**config.mk**
```make
export PLATFORM = sky130hd
export DESIGN_NAME = player_move_sequencer_flat
export DESIGN_NICKNAME = d
export VERILOG_FILES = /design/src/rtl/player_move_sequencer_if.sv /design/src/rtl/player_move_sequencer.sv /design/src/flat_wrapper.sv
export SDC_FILE = /design/constraint.sdc
export NUM_CORES = 1
export LEC_CHECK = 0
export BUFFER_PORTS_ARGS = -buffer_cell sky130_fd_sc_hd__buf_2
export CAP_MARGIN = 40
export CORE_ASPECT_RATIO = 0.6
export CORE_MARGIN = 2
export CORE_UTILIZATION = 50
export DETAILED_ROUTE_END_ITERATION = 6
export HOLD_SLACK_MARGIN = 0.02
export PLACE_DENSITY = 0.77
export SLEW_MARGIN = 10
export SYNTH_ARGS = -nofsm -noshare
export SYNTH_HDL_FRONTEND = slang
export SYNTH_SLANG_ARGS = --single-unit
```
**constraint.sdc**
```tcl
create_clock -name CLOCK_50 -period 5.6 [get_ports CLOCK_50]
set_clock_uncertainty 0.2 [all_clocks]
set_input_delay 0 -clock CLOCK_50 [delete_from_list [all_inputs] [get_ports CLOCK_50]]
set_output_delay 0 -clock CLOCK_50 [all_outputs]
set_load 0.03 [all_outputs]
```
**src/rtl/player_move_sequencer_if.sv**
```systemverilog
// Button, frame-tick and move-command bundle between the board, the sequencer and the position datapath.
interface player_move_if;
  logic       left_button;
  logic       right_button;
  logic       frame_tick;
  logic       move_ready;
  logic       move_valid;
  logic       move_dir;
  logic [9:0] move_step;
  logic       held;

  modport master (
    input  left_button, right_button, frame_tick, move_ready,
    output move_valid, move_dir, move_step, held
  );

  modport slave (
    output left_button, right_button, frame_tick, move_ready,
    input  move_valid, move_dir, move_step, held
  );
endinterface

```
**src/rtl/player_move_sequencer.sv**
```systemverilog
// Debounced left/right buttons -> frame-paced move commands; first move 2+DEBOUNCE+2 cycles after a press edge.
// One outstanding command; requests made while a command waits on move_ready are dropped.
module player_move_sequencer #(
  parameter int DEBOUNCE_CYCLES = 500000,
  parameter int HOLD_FRAMES     = 15,
  parameter int REPEAT_FRAMES   = 4,
  parameter int STEP            = 4
) (
  input  logic           CLOCK_50,
  input  logic           reset,
  player_move_if.master  pm
);
  localparam int DW   = (DEBOUNCE_CYCLES > 1) ? $clog2(DEBOUNCE_CYCLES) : 1;
  localparam int FMAX = (HOLD_FRAMES > REPEAT_FRAMES) ? HOLD_FRAMES : REPEAT_FRAMES;
  localparam int FW   = $clog2(FMAX + 1);

  typedef enum logic [1:0] {IDLE, FIRST, HOLD, REPEAT} state_t;

  // bit 0 = left, bit 1 = right; 1 = released
  logic [1:0]         raw;
  logic [1:0]         sync_a;
  logic [1:0]         sync_b;
  logic [1:0]         level;
  logic [1:0][DW-1:0] db_cnt;

  state_t        state, state_nxt;
  logic          owner, owner_nxt;
  logic [FW-1:0] fcnt, fcnt_nxt, fcnt_inc;
  logic          req;
  logic          valid_q;
  logic          dir_q;

  assign raw = {pm.right_button, pm.left_button};

  always_ff @(posedge CLOCK_50) begin
    if (reset) begin
      sync_a <= 2'b11;
      sync_b <= 2'b11;
      level  <= 2'b11;
      db_cnt <= '0;
    end else begin
      sync_a <= raw;
      sync_b <= sync_a;
      for (int i = 0; i < 2; i++) begin
        if (sync_b[i] == level[i]) begin
          db_cnt[i] <= '0;
        end else if (db_cnt[i] == DW'(DEBOUNCE_CYCLES - 1)) begin
          level[i]  <= sync_b[i];
          db_cnt[i] <= '0;
        end else begin
          db_cnt[i] <= db_cnt[i] + 1'b1;
        end
      end
    end
  end

  assign fcnt_inc = (fcnt == FW'(FMAX)) ? fcnt : fcnt + 1'b1;

  always_comb begin
    state_nxt = state;
    owner_nxt = owner;
    fcnt_nxt  = fcnt;
    req       = 1'b0;
    if (state == IDLE) begin
      // left wins a simultaneous press; a still-held non-owner takes over here
      if (!level[0]) begin
        owner_nxt = 1'b0;
        state_nxt = FIRST;
      end else if (!level[1]) begin
        owner_nxt = 1'b1;
        state_nxt = FIRST;
      end
    end else if (level[owner]) begin
      state_nxt = IDLE;
    end else begin
      case (state)
        FIRST: begin
          req       = 1'b1;
          fcnt_nxt  = '0;
          state_nxt = HOLD;
        end
        HOLD: if (pm.frame_tick) begin
          if (fcnt == FW'(HOLD_FRAMES - 1)) begin
            req       = 1'b1;
            fcnt_nxt  = '0;
            state_nxt = REPEAT;
          end else begin
            fcnt_nxt = fcnt_inc;
          end
        end
        REPEAT: if (pm.frame_tick) begin
          if (fcnt == FW'(REPEAT_FRAMES - 1)) begin
            req      = 1'b1;
            fcnt_nxt = '0;
          end else begin
            fcnt_nxt = fcnt_inc;
          end
        end
        default: state_nxt = IDLE;
      endcase
    end
  end

  always_ff @(posedge CLOCK_50) begin
    if (reset) begin
      state <= IDLE;
      owner <= 1'b0;
      fcnt  <= '0;
    end else begin
      state <= state_nxt;
      owner <= owner_nxt;
      fcnt  <= fcnt_nxt;
    end
  end

  always_ff @(posedge CLOCK_50) begin
    if (reset) begin
      valid_q <= 1'b0;
      dir_q   <= 1'b0;
    end else if (req && (!valid_q || pm.move_ready)) begin
      valid_q <= 1'b1;
      dir_q   <= owner;
    end else if (pm.move_ready) begin
      valid_q <= 1'b0;
    end
  end

  assign pm.move_valid = valid_q;
  assign pm.move_dir   = dir_q;
  assign pm.move_step  = 10'(STEP);
  assign pm.held       = (state != IDLE);
endmodule

```
**src/flat_wrapper.sv**
```systemverilog
// flat-port wrapper written by rule: the top's interface ports become plain ports
module player_move_sequencer_flat 
#(
  parameter int DEBOUNCE_CYCLES = 500000,
  parameter int HOLD_FRAMES     = 15,
  parameter int REPEAT_FRAMES   = 4,
  parameter int STEP            = 4
)
  (CLOCK_50, reset, pm_left_button, pm_right_button, pm_frame_tick, pm_move_ready, pm_move_valid, pm_move_dir, pm_move_step, pm_held);
  player_move_if pm_i ();
  input  logic CLOCK_50;
  input  logic reset;
  input wire logic [$bits(pm_i.left_button)-1:0] pm_left_button;
  input wire logic [$bits(pm_i.right_button)-1:0] pm_right_button;
  input wire logic [$bits(pm_i.frame_tick)-1:0] pm_frame_tick;
  input wire logic [$bits(pm_i.move_ready)-1:0] pm_move_ready;
  output wire logic [$bits(pm_i.move_valid)-1:0] pm_move_valid;
  output wire logic [$bits(pm_i.move_dir)-1:0] pm_move_dir;
  output wire logic [$bits(pm_i.move_step)-1:0] pm_move_step;
  output wire logic [$bits(pm_i.held)-1:0] pm_held;
  assign pm_i.left_button = pm_left_button;
  assign pm_i.right_button = pm_right_button;
  assign pm_i.frame_tick = pm_frame_tick;
  assign pm_i.move_ready = pm_move_ready;
  assign pm_move_valid = pm_i.move_valid;
  assign pm_move_dir = pm_i.move_dir;
  assign pm_move_step = pm_i.move_step;
  assign pm_held = pm_i.held;
  player_move_sequencer #(.DEBOUNCE_CYCLES(DEBOUNCE_CYCLES), .HOLD_FRAMES(HOLD_FRAMES), .REPEAT_FRAMES(REPEAT_FRAMES), .STEP(STEP)) u_core (.CLOCK_50(CLOCK_50), .reset(reset), .pm(pm_i));
endmodule
```
=== Word-level counts from Yosys, hierarchy flattened ===
Index checks and enable logic that the tools add are counted.

* Word-level logic and storage cells: 76
* Output and inout port bits: 13
* Flip-flop bits (word level): 53

* $add $sub $neg: 3
* Bitwise operators: 4
* Mux-type cells: 26
* Reductions and logical operators: 14
* Equal/unequal tests: 17
* Magnitude comparators: 1

{| class="wikitable"
|+ Operators with widths
! operator !! count
|-
| 19-bit by 1-bit adder with 19-bit output (second input constant) || 2
|-
| 19-bit equality test (second input constant) || 2
|-
| 4-bit two-way mux || 5
|-
| 1-bit two-way mux || 12
|-
| 2-bit two-way mux || 6
|-
| 4-bit one-hot mux with 3 select lines || 1
|-
| 4-bit equality test (second input constant) || 2
|-
| 2-bit != test (second input constant) || 3
|-
| 2-bit one-hot mux with 3 select lines || 1
|-
| 2-bit AND reduction || 3
|-
| 3-bit OR reduction || 2
|-
| 5-bit AND reduction || 1
|-
| 4-bit by 1-bit adder with 4-bit output (second input constant) || 1
|-
| 2-bit equality test (second input constant) || 2
|-
| 4-bit by 2-bit equality test with 1-bit output (second input constant) || 1
|-
| 4-bit by 1-bit != test with 1-bit output (second input constant) || 1
|-
| 4-bit by 2-bit != test with 1-bit output (second input constant) || 1
|-
| 1-bit NOT || 4
|-
| 4-bit AND reduction || 1
|-
| 2-bit nonzero test || 2
|-
| 3-bit by 1-bit != test with 1-bit output (second input constant) || 1
|-
| 3-bit != test (second input constant) || 1
|-
| 1-bit one-hot mux with 3 select lines || 1
|-
| 3-bit nonzero test || 1
|-
| 7 further kinds || 8
|}

=== Depth between registers and ports, before layout ===
Gate-level depths: netlist (run 1).

* Depth in word-level cells: 8
* Mapped depth: 7
* Depth with buffers taken out: 6

=== Least setup slack after synthesis (run 1) ===
OpenSTA, ideal clock, no wires.

* Kind: register to register
* Start: reg u_core.state[0]
* End: reg u_core.fcnt[0]
* Stages on the path, launching flop included: 7
* Arrival: 1.811 ns
* Data required time: 5.314 ns
* Slack: 3.504 ns
* Path buffers: 0
* Clock period less this slack: 2.096 ns
* Cells stage by stage: dfxtp_1 inv_1 ha_1 or2_2 a2111oi_4 a41oi_1 a211oi_1

* Longest elaborated chain between the ends: 3

{| class="wikitable"
|+ RTL lines
! what !! RTL line !! source
|-
| start, declared || player_move_sequencer.sv:26 || <nowiki>state_t state, state_nxt;</nowiki>
|-
| start signal, assigned || player_move_sequencer.sv:110 || <nowiki>state <= state_nxt;</nowiki>
|-
| 2-bit equality test (tied with other cells) || player_move_sequencer.sv:76 || <nowiki>case (state)</nowiki>
|-
| 2-bit != test (no source line) (tied with other cells) || n/a ||
|-
| 5-bit AND reduction (no source line) || n/a ||
|-
| end signal, assigned || player_move_sequencer.sv:112 || <nowiki>fcnt <= fcnt_nxt;</nowiki>
|-
| end, declared || player_move_sequencer.sv:28 || <nowiki>logic [FW-1:0] fcnt, fcnt_nxt, fcnt_inc;</nowiki>
|}

Several ways; a longest one is shown, not always the timed one.
A chain may end at the register's enable or synchronous reset.

=== Final worst setup path (run 1) ===
* Start: reg u_core.fcnt[0]
* End: reg u_core.valid_q (netlist: u_core.pm.move_valid)

* Longest elaborated chain between the ends: 8

{| class="wikitable"
|+ RTL lines
! what !! RTL line !! source
|-
| 4-bit by 2-bit equality test with 1-bit output or 4-bit equality test (tied branches) || player_move_sequencer.sv:92, player_move_sequencer.sv:83 ||
|-
| 1-bit two-way mux (on tied branches) || player_move_sequencer.sv:92, player_move_sequencer.sv:83 ||
|-
| 1-bit two-way mux (on tied branches) || player_move_sequencer.sv:91, player_move_sequencer.sv:82 ||
|-
| 1-bit one-hot mux with 3 select lines * || player_move_sequencer.sv:76 ||
|-
| 1-bit two-way mux * || player_move_sequencer.sv:73 || <nowiki>end else if (level[owner]) begin</nowiki>
|-
| 1-bit two-way mux * || player_move_sequencer.sv:64 || <nowiki>if (state == IDLE) begin</nowiki>
|-
| 1-bit logical AND * || player_move_sequencer.sv:120 || <nowiki>end else if (req && (!valid_q || pm.move_ready)) begin</nowiki>
|-
| 1-bit two-way mux or 2-bit nonzero test (tied branches) || n/a ||
|-
| end signal, assigned || player_move_sequencer.sv:118 || <nowiki>valid_q <= 1'b0;</nowiki>
|-
| end signal, assigned || player_move_sequencer.sv:121 || <nowiki>valid_q <= 1'b1;</nowiki>
|-
| end signal, assigned || player_move_sequencer.sv:124 || <nowiki>valid_q <= 1'b0;</nowiki>
|-
| end, declared || player_move_sequencer.sv:30 || <nowiki>logic valid_q;</nowiki>
|}

Mark *: on every way between the ends. The rest lies on a longest branch, timed or not.

==> results.txt, run 1 <==
* Status: finished, final reports clean
- Across the VDD grid, the largest voltage drop is 0.1340 mV.
* Final min period: 2562 ps
- Ports placed on the boundary: 19
- Of the synthesized area, sequential elements account for 0.4059.
- Number of gates resized after cts: 0
- Counting the buffers created by CTS gives 5.
- The core region is 0.005055 mm^2.
* Number of clock sinks seen by CTS: 53
- Internal portion of total power: 0.0005340 W
* Measured slew at the worst slew-check pin: 554.5 ps
- Once placement finished, the instance area stood at 0.002674 mm^2.
- Footprint of the multi-input gates: 0.001419 mm^2
- The worst hold path belongs to the class reg2reg.
* Wirelength per Cell: 12.60 um
- Of the post-synthesis cell area, the dominant cell type holds 0.4059.
- Using the TritonRoute via totals, the vias-per-cell ratio works out to 5.438.
* Launching element of the worst setup path: u_core.fcnt[0]
- Distinct cell type count after synthesis: 52
* Sw Ratio: 0.2102
* Clock Tree Root: clkbuf_8
- The worst setup path is launched from a register.
- For the worst setup path, the data arrival time is 2610 ps.
* Total of fill cells in the finished design: 460
* Total global routing overflow: 0
- WHS: 214.7 ps
- Power spread over the standard cell area amounts to 235.6 mW/mm^2.
- The design draws 0.0006762 W.
- Setup slack closes at 3038 ps.
- Once layout is done, the placed cells without fillers occupy 0.002870 mm^2.
- The number of antenna violations at the first check in global routing was 0.
- Worst R2R Start: u_core.fcnt[0]
* Clock Latency Late Sink: 300 ps
- Critical path destination: u_core.pm.move_valid
- Pleak: 0.9563 nW
- Post-CTS timing repair inserted 0 buffers for setup.
- Area added between synthesis and finish: 9.813%
- Clock tree from TritonCTS: yes
* Routed vias: 2,072
- Synthesis produced a netlist whose cell count is 297.
- The number of antenna diodes in the final layout is 0.
- For this design the total switching power over the nets is 0.0001422 W.
- The first global-routing pass estimated 8362 um of wire.
* Total die area: 0.005841 mm^2
- Crit Path Category: reg2reg
- Measured in cells, the most critical reg-to-reg path has a length of 6.
* Number of port buffers: 8
* Required time of the critical path: 5640 ps
* DRC violations left: 0
- Flip-flop and latch count after synthesis: 53
- Final setup violating endpoints: 0
- Setup repair after global routing missed its margin: false
* TNS Setup: 0 ps
* Pin count of the biggest net entering global routing: 20
* Global Route Usage Sum: 0.1760
* Initial Utilization: 0.5171
- For flop-to-flop paths, the worst setup slack is 3040 ps.
- The congestion estimate from routability-driven global placement came to 0.7980.
- Final count of hold timing violations: 0
- Of all nets on the critical path, the largest fanout is 6.
* Maximum cell stage delay along the critical path: 570 ps
- Cell taking the most area after synthesis: dfxtp_1
- Number of global-route vias before repair: 1,825
* Reg area: 0.001061 mm^2
- Crit-path cells: ha_1 > or3b_2 > o221ai_1 > o211ai_1 > a21oi_1 > dlygate4sd3_1
- Initial DRC count: 116
- Site row count: 20
* Top cells by area, synth: dfxtp_1, xor2_1, nor2_1
* Post-Syn Area per Cell: 8.801 um^2
- The clock passes through at most 2 buffers.
- Flop pwr share: 0.563
- On the critical path, the stage with the largest delay is an instance of dlygate4sd3_1.
- DIE WIDTH: 97.34 um
- The clock tree synthesis step divided the H-tree into 2 levels.
- In the final design database the tool counted 328 nets.
- The share of total power dissipated in the clock network is 0.392.
* Worst R2R End: u_core.pm.move_valid
- Summed instance area of the synthesized netlist: 0.002614 mm^2
- Tcrit/Tclk final: 0.4574
- The HPWL after detailed placement is 3447 um.
* Setup slack after placement: 3268 ps
- Routed Antenna Nets: 0
* First-pass detailed-route iteration total: 4
- The tool flagged a number of max-cap violations equal to 0.
* Clock transition at the registers of the reported paths: 90 ps
* Crit. End Element: register
* EDFF count, synth: 0
* Logic pwr share: 0.045
- Among all flip-flop cells after synthesis, the most frequent one is dfxtp_1.
- Share of final-layout standard cells stronger than drive strength 1: 0.09206
- Vertical die dimension: 60.01 um
- Yosys warnings: 0
* Post-synth ARST share: 0
* Final slew viol count: 0
- Worst-case headroom to the max-slew limit: 0.6296
* FMAX: 390.4 MHz
- For this block, the routed nets add up to 4801 um of wire.
-- synth_stat cells, types with 2 or more instances --
| library cell | instances |
|---|---|
| nor4_1 | 2 |
| xor2_1 | 16 |
| mux2i_1 | 2 |
| clkbuf_1 | 2 |
| o31ai_1 | 5 |
| o311ai_0 | 2 |
| buf_4 | 10 |
| a211oi_1 | 3 |
| nor2_1 | 31 |
| or2_2 | 7 |
| dfxtp_1 | 53 |
| nand3_1 | 11 |
| and4_1 | 5 |
| nand2b_1 | 4 |
| xnor2_1 | 8 |
| or3_1 | 10 |
| o21ai_0 | 12 |
| or4_1 | 7 |
| nor3_1 | 2 |
| inv_1 | 15 |
| ha_1 | 8 |
| nand2_1 | 21 |
| and3_1 | 2 |
| a21oi_1 | 18 |
| conb_1 | 2 |
| nand4_1 | 12 |
| o211ai_1 | 2 |
-- registers in the layout (all words and copies together), names as in the netlist --
name	cells
u_core.fcnt	4
u_core.db_cnt	38
u_core.pm.move_dir	1
u_core.level	2
u_core.sync_a	2
u_core.pm.move_valid	1
u_core.state	2
u_core.sync_b	2
u_core.owner	1
-- area by class of cell --
class,instances,share of cell area
Clock inverter,1,0.01046
Timing Repair Buffer,17,0.04577
Inverter,16,0.02092
Clock buffer,7,0.03008
Multi-Input combinational cell,221,0.4943
Sequential cell,53,0.3697
Tap cell,66,0.02877
-- placed cells by master, fill, tap and decap left out, types with 2 or more instances in the layout --
cell           count
nand2_1           21
conb_1            10
buf_2              8
o31ai_1            5
o21ai_0           12
nand2b_1           4
and3_1             2
or4_1              7
dfxtp_1           53
or3_1             10
a211oi_1           3
dlygate4sd3_1      8
and4_1             5
nand4_1           12
nor3_1             2
o211ai_1           2
ha_1               8
or2_2              7
clkbuf_8           6
xor2_1            16
nand3_1           11
xnor2_1            8
nor4_1             2
a21oi_1           18
o311ai_0           2
mux2i_1            2
nor2_1            31
inv_1             15
-- worst max-delay path, delay by kind of cell, from the launching register on --
| kind | cells | cell delay (ps) |
|---|---|---|
| compound gates | 3 | 580 |
| fa+ha+maj | 1 | 260 |
| buf+inv | 1 | 570 |
| flops | 1 | 430 |
| simple gates | 1 | 480 |
-- logic make-up after synthesis --
family          after synthesis  synth area share
compound gates               53            0.1403
xor+xnor                     24           0.08042
fa+ha+maj                     8           0.03830
buf+inv                      31           0.06270
flops                        53            0.4059
mux                           3           0.01197
other cells                   2          0.002873
simple gates                123            0.2575
-- how the worst min path moves through the flow --
stage                     start  cells past startpoint          endpoint
3_3_place_gp    pm_right_button                      2  u_core.sync_a[1]
6_report       u_core.sync_a[1]                      1  u_core.sync_b[1]
5_1_grt        u_core.sync_a[1]                      1  u_core.sync_b[1]
4_1_cts        u_core.sync_a[1]                      1  u_core.sync_b[1]
3_5_place_dp    pm_right_button                      2  u_core.sync_a[1]
2_1_floorplan    pm_left_button                      1  u_core.sync_a[0]
-- what timing repair did --
action | 4_1_cts | 5_1_grt
setup endpoints to repair | 0 | 0
hold buffers | 8 | 0
hold endpoints to repair | 11 | 0
-- metrics by stage --
step,util,cells
3_5_place_dp,0.5290,365
6_report,0.5678,381
3_3_place_gp,0.5267,364
2_1_floorplan,-,305
5_1_grt,0.5678,381
4_1_cts,0.5678,381
-- per-layer routing --
layer  vias up  wire (um)  GRT usage
met5         -          0          0
met4         0         15    0.04365
met3         2        200    0.04912
met2        38       1972     0.2649
met1       961       2612     0.2525
li1       1071          -          -
-- power by group through the flow --
stage	Combinational (W)	Clock (W)	Sequential, W
after floorplan	0.0000270	0	0.000389
after global placement	0.0000264	0	0.000389
after detailed placement	0.0000269	0	0.000389
after CTS	0.0000305	0.000274	0.000380
after global routing	0.0000332	0.000290	0.000381
final	0.0000306	0.000265	0.000380
Note: power is estimated with default switching activity, not from simulation.
==> run 2, diff against run 1 <==
--- a/config.mk
+++ b/config.mk
@@ -12,7 +12,7 @@
 export CORE_UTILIZATION = 50
 export DETAILED_ROUTE_END_ITERATION = 6
 export HOLD_SLACK_MARGIN = 0.02
-export PLACE_DENSITY = 0.77
+export PLACE_DENSITY = 0.8
 export SLEW_MARGIN = 10
 export SYNTH_ARGS = -nofsm -noshare
 export SYNTH_HDL_FRONTEND = slang
==> constraint.sdc (replaced) <==
create_clock -name CLOCK_50 -period 2.15 [get_ports CLOCK_50]
set_clock_uncertainty 0.2 [all_clocks]
set_input_delay 0 -clock CLOCK_50 [delete_from_list [all_inputs] [get_ports CLOCK_50]]
set_output_delay 0 -clock CLOCK_50 [all_outputs]
set_load 0.03 [all_outputs]
==> results.txt, run 2 (synthesis results as in run 1) <==
- The maximum level of the CTS H-tree was 2 (unchanged).
- Most frequent cells in the layout: dfxtp_1, nor2_1, nand2_1
- The detailed-routing iteration count for the pre-antenna-repair pass was 4 (unchanged).
- Vertical die dimension: 60.01 um (unchanged)
- The count of pins over their slew limit was 0 (unchanged).
- Global Route Usage Sum: 0.1826 (+0.006646)
- Initial Utilization: 0.5171 (unchanged)
- Total global routing overflow: 0 (unchanged)
* Routed vias: 2,149 (+3.7%)
- Required time of the critical path: 2150 ps (-3490 ps)
- The number of antenna violations at the first check in global routing is 0 (unchanged).
- Tcrit/Tclk final: 0.9797 (+0.5223)
* RD Place Congestion: 0.8308 (+4.1%)
- Number of clock sinks seen by CTS: 53 (unchanged)
- The largest net degree at the start of global routing is 20 (unchanged).
* Total power after layout: 0.001648 W (+140%)
- The via count of the first global-routing pass was 1,922 (+5.3%).
- Total die area: 0.005841 mm^2 (unchanged)
* Buffer levels on the longest clock path: 2 (unchanged)
* Wire length of the first global-routing pass: 8673 um (+3.7%)
* Max reg flops: 38 (unchanged)
- The violation count after the first detailed-route iteration is 78 (-33%).
- End-of-flow core utilization: 0.5906 (+0.02277)
* Final setup violating endpoints: 0 (unchanged)
- The average detailed-routed wire length per instance came to 12.71 um (+0.88%).
* Worst hold-check path type: reg2reg
* Most common cell after layout, fill and taps aside: dfxtp_1
- The flow ran to the end, and the final reports show no timing, DRC or antenna violations.
- Crit. End Element: register
* Clock transition at the registers of the reported paths: 110 ps (+20 ps)
- Setup repair after global routing missed its margin: true
* Data arrival time of the worst path: 2110 ps (-500 ps)
- The top achievable clock speed came to 474.8 MHz (+22%).
* Power density of the placed cells: 552.2 mW/mm^2 (+130%)
- Clock Tree Root: clkbuf_8
* Maximum vdd drop: 0.4248 mV (+220%)
* WL final: 5021 um (+4.6%)
* Number of nets in the finished design: 342 (+4.3%)
* Largest fanout on the critical path: 19 (+13)
- The top-level I/O count is 19 (unchanged).
* Half-perimeter wire length after detailed placement: 3485 um (+1.1%)
- Number of port buffers: 8 (unchanged)
* Clock Latency Late Sink: 320 ps (+20 ps)
* DIE WIDTH: 97.34 um (unchanged)
- From synthesis to final layout, the design area changed by 14.22%.
- Total of fill cells in the finished design: 438 (-4.8%)
- The largest registers in the layout are u_core.db_cnt (38), u_core.fcnt (4).
- Final count of hold timing violations: 0 (unchanged)
* Area of the core: 0.005055 mm^2 (unchanged)
* CTS Buf Count: 5 (unchanged)
- The count of unresolved DRC violations after routing was 0 (unchanged).
- Counting flops per register, the top entry is u_core.db_cnt.
- The worst setup path is of the reg2reg kind.
- The worst setup path is launched from a register.
- Clock tree from TritonCTS: yes
- The number of core rows came to 20 (unchanged).
- Vias per cell: 5.441 (about the same)
* Number of max-capacitance violations reported: 0 (unchanged)
- Final min period: 2106 ps (-455.3 ps)
- The static leakage is 1.013 nW (+5.9%).
- Routed Antenna Nets: 0 (unchanged)
- The number of diodes was 0 (unchanged).
- Share of final-layout standard cells stronger than drive strength 1: 0.1581 (+0.06599)
==> run 2: changes by cell type in the layout (fill, tap and decap cells not counted), moves of 3 or more <==
cell,before,now
dfxtp_1,53,49
clkinvlp_4,0,3
buf_4,0,15
dfxtp_2,0,4
==> run 2: layout make-up <==
cell class / count / area (um^2) / area share
multi-input combinational: 221 / 1443 / 0.4832
sequential: 53 / 1066 / 0.3571
tap: 66 / 82.58 / 0.02766
timing repair buffer: 31 / 242.7 / 0.08131
clock buffer: 5 / 68.82 / 0.02305
clock inverter: 3 / 22.52 / 0.007544
inverter: 16 / 60.06 / 0.02012
==> run 2: worst max-delay path: stages (launching register included) <==
cell and delay (ps):
dfxtp_2 350, or4_1 550, or4_4 460, o211ai_4 200, buf_12 180, a21oi_1 50
==> run 2: metrics by stage <==
step                cells  TNS [ps]  hold WS [ps]  cell area [um^2]  setup slack, ps
floorplan             305         0        -96.19              2644            53.60
global placement      378         0        -14.81              2780            70.35
detailed placement    378    -17.06        -14.27              2780           -17.06
CTS                   393         0         218.5              2942            1.707
global route          395    -10.02         234.3              2985           -7.358
finish                395         0         205.3              2985            43.64
==> run 2: routing by layer <==
metal / routed length [um] / part of all wire / GRT usage / up-vias
li1: - / - / - / 1106
met1: 2678 / 0.53 / 0.2584 / 1011
met2: 2134 / 0.43 / 0.2827 / 26
met3: 154 / 0.031 / 0.03977 / 6
met4: 53 / 0.011 / 0.05754 / 0
met5: 0 / 0 / 0 / -
==> run 2: report_power, final <==
part | switching [W] | internal (W) | leakage (nW) | total, W
Clock | 0.000340 | 0.000229 | 0.0364 | 0.000569
Combinational | 0.0000583 | 0.0000301 | 0.547 | 0.0000885
Sequential | 0.00000382 | 0.000987 | 0.430 | 0.000991
==> run 2: final timing paths <==
check        slack, ps           endpoint  cells past startpoint             start
max                 40  u_core.db_cnt[16]                      5  u_core.db_cnt[7]
min                210   u_core.sync_b[1]                      1  u_core.sync_a[1]
max reg2reg         40  u_core.db_cnt[16]                      5  u_core.db_cnt[7]
min reg2reg        210   u_core.sync_b[1]                      1  u_core.sync_a[1]
==> run 2: repair_timing <==
item | CTS | global route
buffers inserted | 0 | 2
endpoints found under the hold margin | 11 | 0
pin swaps | 1 | 3
resized for setup | 0 | 8
hold buffers | 7 | 0
setup endpoints to repair | 2 | 16
==> run 3, diff against run 2 <==
--- a/config.mk
+++ b/config.mk
@@ -8,7 +8,7 @@
 export BUFFER_PORTS_ARGS = -buffer_cell sky130_fd_sc_hd__buf_2
 export CAP_MARGIN = 40
 export CORE_ASPECT_RATIO = 0.6
-export CORE_MARGIN = 2
+export CORE_MARGIN = 10
 export CORE_UTILIZATION = 50
 export DETAILED_ROUTE_END_ITERATION = 6
 export HOLD_SLACK_MARGIN = 0.02
==> results.txt, run 3 (synthesis results as in run 1) <==
- Ports placed on the boundary: 19 (unchanged)
- Share of final-layout standard cells stronger than drive strength 1: 0.1651 (+0.007083)
- Total global routing overflow: 0 (unchanged)
* Number of max-capacitance violations reported: 0 (unchanged)
* Final min period: 2086 ps (-20.36 ps)
- The violation count after the first detailed-route iteration is 98 (+26%).
* DIE WIDTH: 113.3 um (+16%)
- Antenna violations before repair: 0 (unchanged)
- Startpoint type of the worst setup path: register
- Most common cell after layout, fill and taps aside: dfxtp_1
- The maximum level of the CTS H-tree was 2 (unchanged).
- The critical path goes through or4_1 > or4_4 > o211ai_4 > buf_12 > a21oi_1.
* Top register by number of flip-flops: u_core.db_cnt
- Maximum cell stage delay along the critical path: 540 ps (about the same)
* Vertical die dimension: 76.01 um (+27%)
- The starting utilization of the core area is 0.5171 (unchanged).
- The maximum vdd drop is 0.2408 mV (-43%).
- Area of the core: 0.005055 mm^2 (unchanged)
* CTS Buf Count: 5 (unchanged)
- Worst R2R End: u_core.db_cnt[18]
* Wire length of the first global-routing pass: 8832 um (+1.8%)
- Most frequent cells in the layout: dfxtp_1, nor2_1, nand2_1
* Number of port buffers: 8 (unchanged)
- Pleak: 1.010 nW (-0.25%)
* Largest fanout on the critical path: 19 (unchanged)
- The area enclosed by the die boundary was 0.008614 mm^2 (+47%).
- Global Route Usage Sum: 0.1166 (-0.06598)
- Final count of hold timing violations: 0 (unchanged)
* Number of global-route vias before repair: 1,902 (-1.0%)
- The last weighted congestion value of the routability-driven placer was 0.8842 (+6.4%).
* Routed Antenna Nets: 0 (unchanged)
- The period utilization is 0.9702 (-0.009470).
- ANT cells: 0 (unchanged)
- The tree is rooted in a clkbuf_8.
- Min setup slack post-route: 64.00 ps (+20.36 ps)
- The slowest stage of the critical path is the or4_1 cell.
- The path class of the tightest hold or removal check is reg2reg.
- Number of clock sinks seen by CTS: 53 (unchanged)
* Max reg flops: 38 (unchanged)
- The largest net degree at the start of global routing was 20 (unchanged).
- In the final layout, the registers with the most flip-flops are u_core.db_cnt (38), u_core.fcnt (4).
- Buffer levels on the longest clock path: 2 (unchanged)
* Number of nets in the finished design: 340 (-0.58%)
* Area added between synthesis and finish: 14.07%
* Hold Path Stages: 1 (unchanged)
- The register-to-register setup slack came to 60 ps (+20 ps).
- Status: finished, final reports clean
- The count of unresolved DRC violations after routing is 0 (unchanged).
- The worst hold path begins at u_core.sync_a[1].
- The startpoint identified for the worst register-to-register timing path is u_core.db_cnt[7].
- The count of pins over their slew limit is 0 (unchanged).
- TritonCTS built the clock tree.
* Clock transition at the registers of the reported paths: 100 ps (about the same)
- The top achievable clock speed was 479.4 MHz (+0.98%).
* WL final: 5223 um (+4.0%)
* Vias per cell: 5.453 (+0.23%)
* Clock Latency Late Sink: 300 ps (-20 ps)
- Crit. End Element: register
- First-pass detailed-route iteration total: 4 (unchanged)
- The total number of vias came to 2,143 (-0.28%).
* Half-perimeter wire length after detailed placement: 3717 um (+6.6%)
- The endpoint required time on the critical path is 2140 ps (about the same).
- The total cell area at the placement stage is 0.002765 mm^2 (-0.54%).
- The area of all placed cells without fillers came to 0.002982 mm^2 (-0.13%).
- The number of failing setup endpoints in the final timing report came to 0 (unchanged).
* Crit Path Category: reg2reg
* Wirelength per Cell: 13.29 um (+4.6%)
- Reg2Reg Depth: 5 (unchanged)
- Data arrival time of the worst path: 2070 ps (-40 ps)
- The power density over the cells was 548.3 mW/mm^2 (-0.70%).
* Site row count: 20 (unchanged)
* Setup repair after global routing missed its margin: true
* Worst Hold Endpoint: u_core.sync_b[1]
* Setup slack after placement: -25.56 ps (-8.501 ps)
[run 3: cell types whose count changed in the layout (fill, tap and decap cells not counted), sizes merged]
cell      before  now
clkinv         1    3
buf           24   22
clkinvlp       3    1
[run 3: where the power goes]
group | switching [W] | internal [W] | total (W)
clock network | 0.000329 | 0.000226 | 0.000554
logic | 0.0000594 | 0.0000299 | 0.0000893
registers | 0.00000411 | 0.000987 | 0.000991
[run 3: worst max-delay path by stage]
stage | start | endpoint | slack (ps) | cells after the start
2_1_floorplan | u_core.state[0] | u_core.fcnt[0] | 50 | 6
3_3_place_gp | u_core.state[0] | u_core.fcnt[0] | 70 | 6
5_1_grt | u_core.db_cnt[0] | u_core.db_cnt[18] | -20 | 5
6_report | u_core.db_cnt[7] | u_core.db_cnt[18] | 60 | 5
4_1_cts | u_core.state[0] | u_core.fcnt[2] | 20 | 7
3_5_place_dp | u_core.state[0] | u_core.fcnt[2] | -30 | 6
[run 3: what timing repair did]
item                                    4_1_cts  5_1_grt
endpoints found under the setup margin        3       10
hold buffers                                  7        0
hold endpoints to repair                     11        0
pin swaps                                     1        4
resized for setup                             0       12
buffers inserted                              0        2
[run 3: through the flow]
stage | cells | hold WS [ps] | total power [W] | TNS (ps) | utilization
final | 393 | 221.9 | 0.001635 | 0 | 0.5899
after global routing | 393 | 248.2 | 0.001702 | -29.25 | 0.5899
after CTS | 391 | 222.6 | 0.001651 | 0 | 0.5780
after detailed placement | 376 | -10.78 | 0.001088 | -32.96 | 0.5470
after global placement | 376 | -17.88 | 0.001087 | 0 | 0.5470
after floorplan | 305 | -96.19 | 0.001083 | 0 | -
[run 3: critical path, delay by kind of cell, from the launching register on]
kind            cells  cell delay (ps)
buf+inv             1              170
compound gates      2              240
simple gates        2             1000
flops               1              360
[run 3: layer usage]
| metal | track usage | vias up | wire length [um] |
|---|---|---|---|
| met5 | 0 | - | 0 |
| met4 | 0.02273 | 0 | 18 |
| met3 | 0.03695 | 2 | 262 |
| met2 | 0.1743 | 45 | 2268 |
| met1 | 0.1595 | 995 | 2674 |
| li1 | - | 1101 | - |
[run 3: final cells by class]
cell class	count	area, um^2
Clock buffer	5	68.82
Clock inverter	3	17.52
Fill cell	457	2073
Inverter	16	60.06
Multi-Input combinational cell	221	1459
Sequential cell	53	1066
Tap cell	66	82.58
Timing Repair Buffer	29	227.7
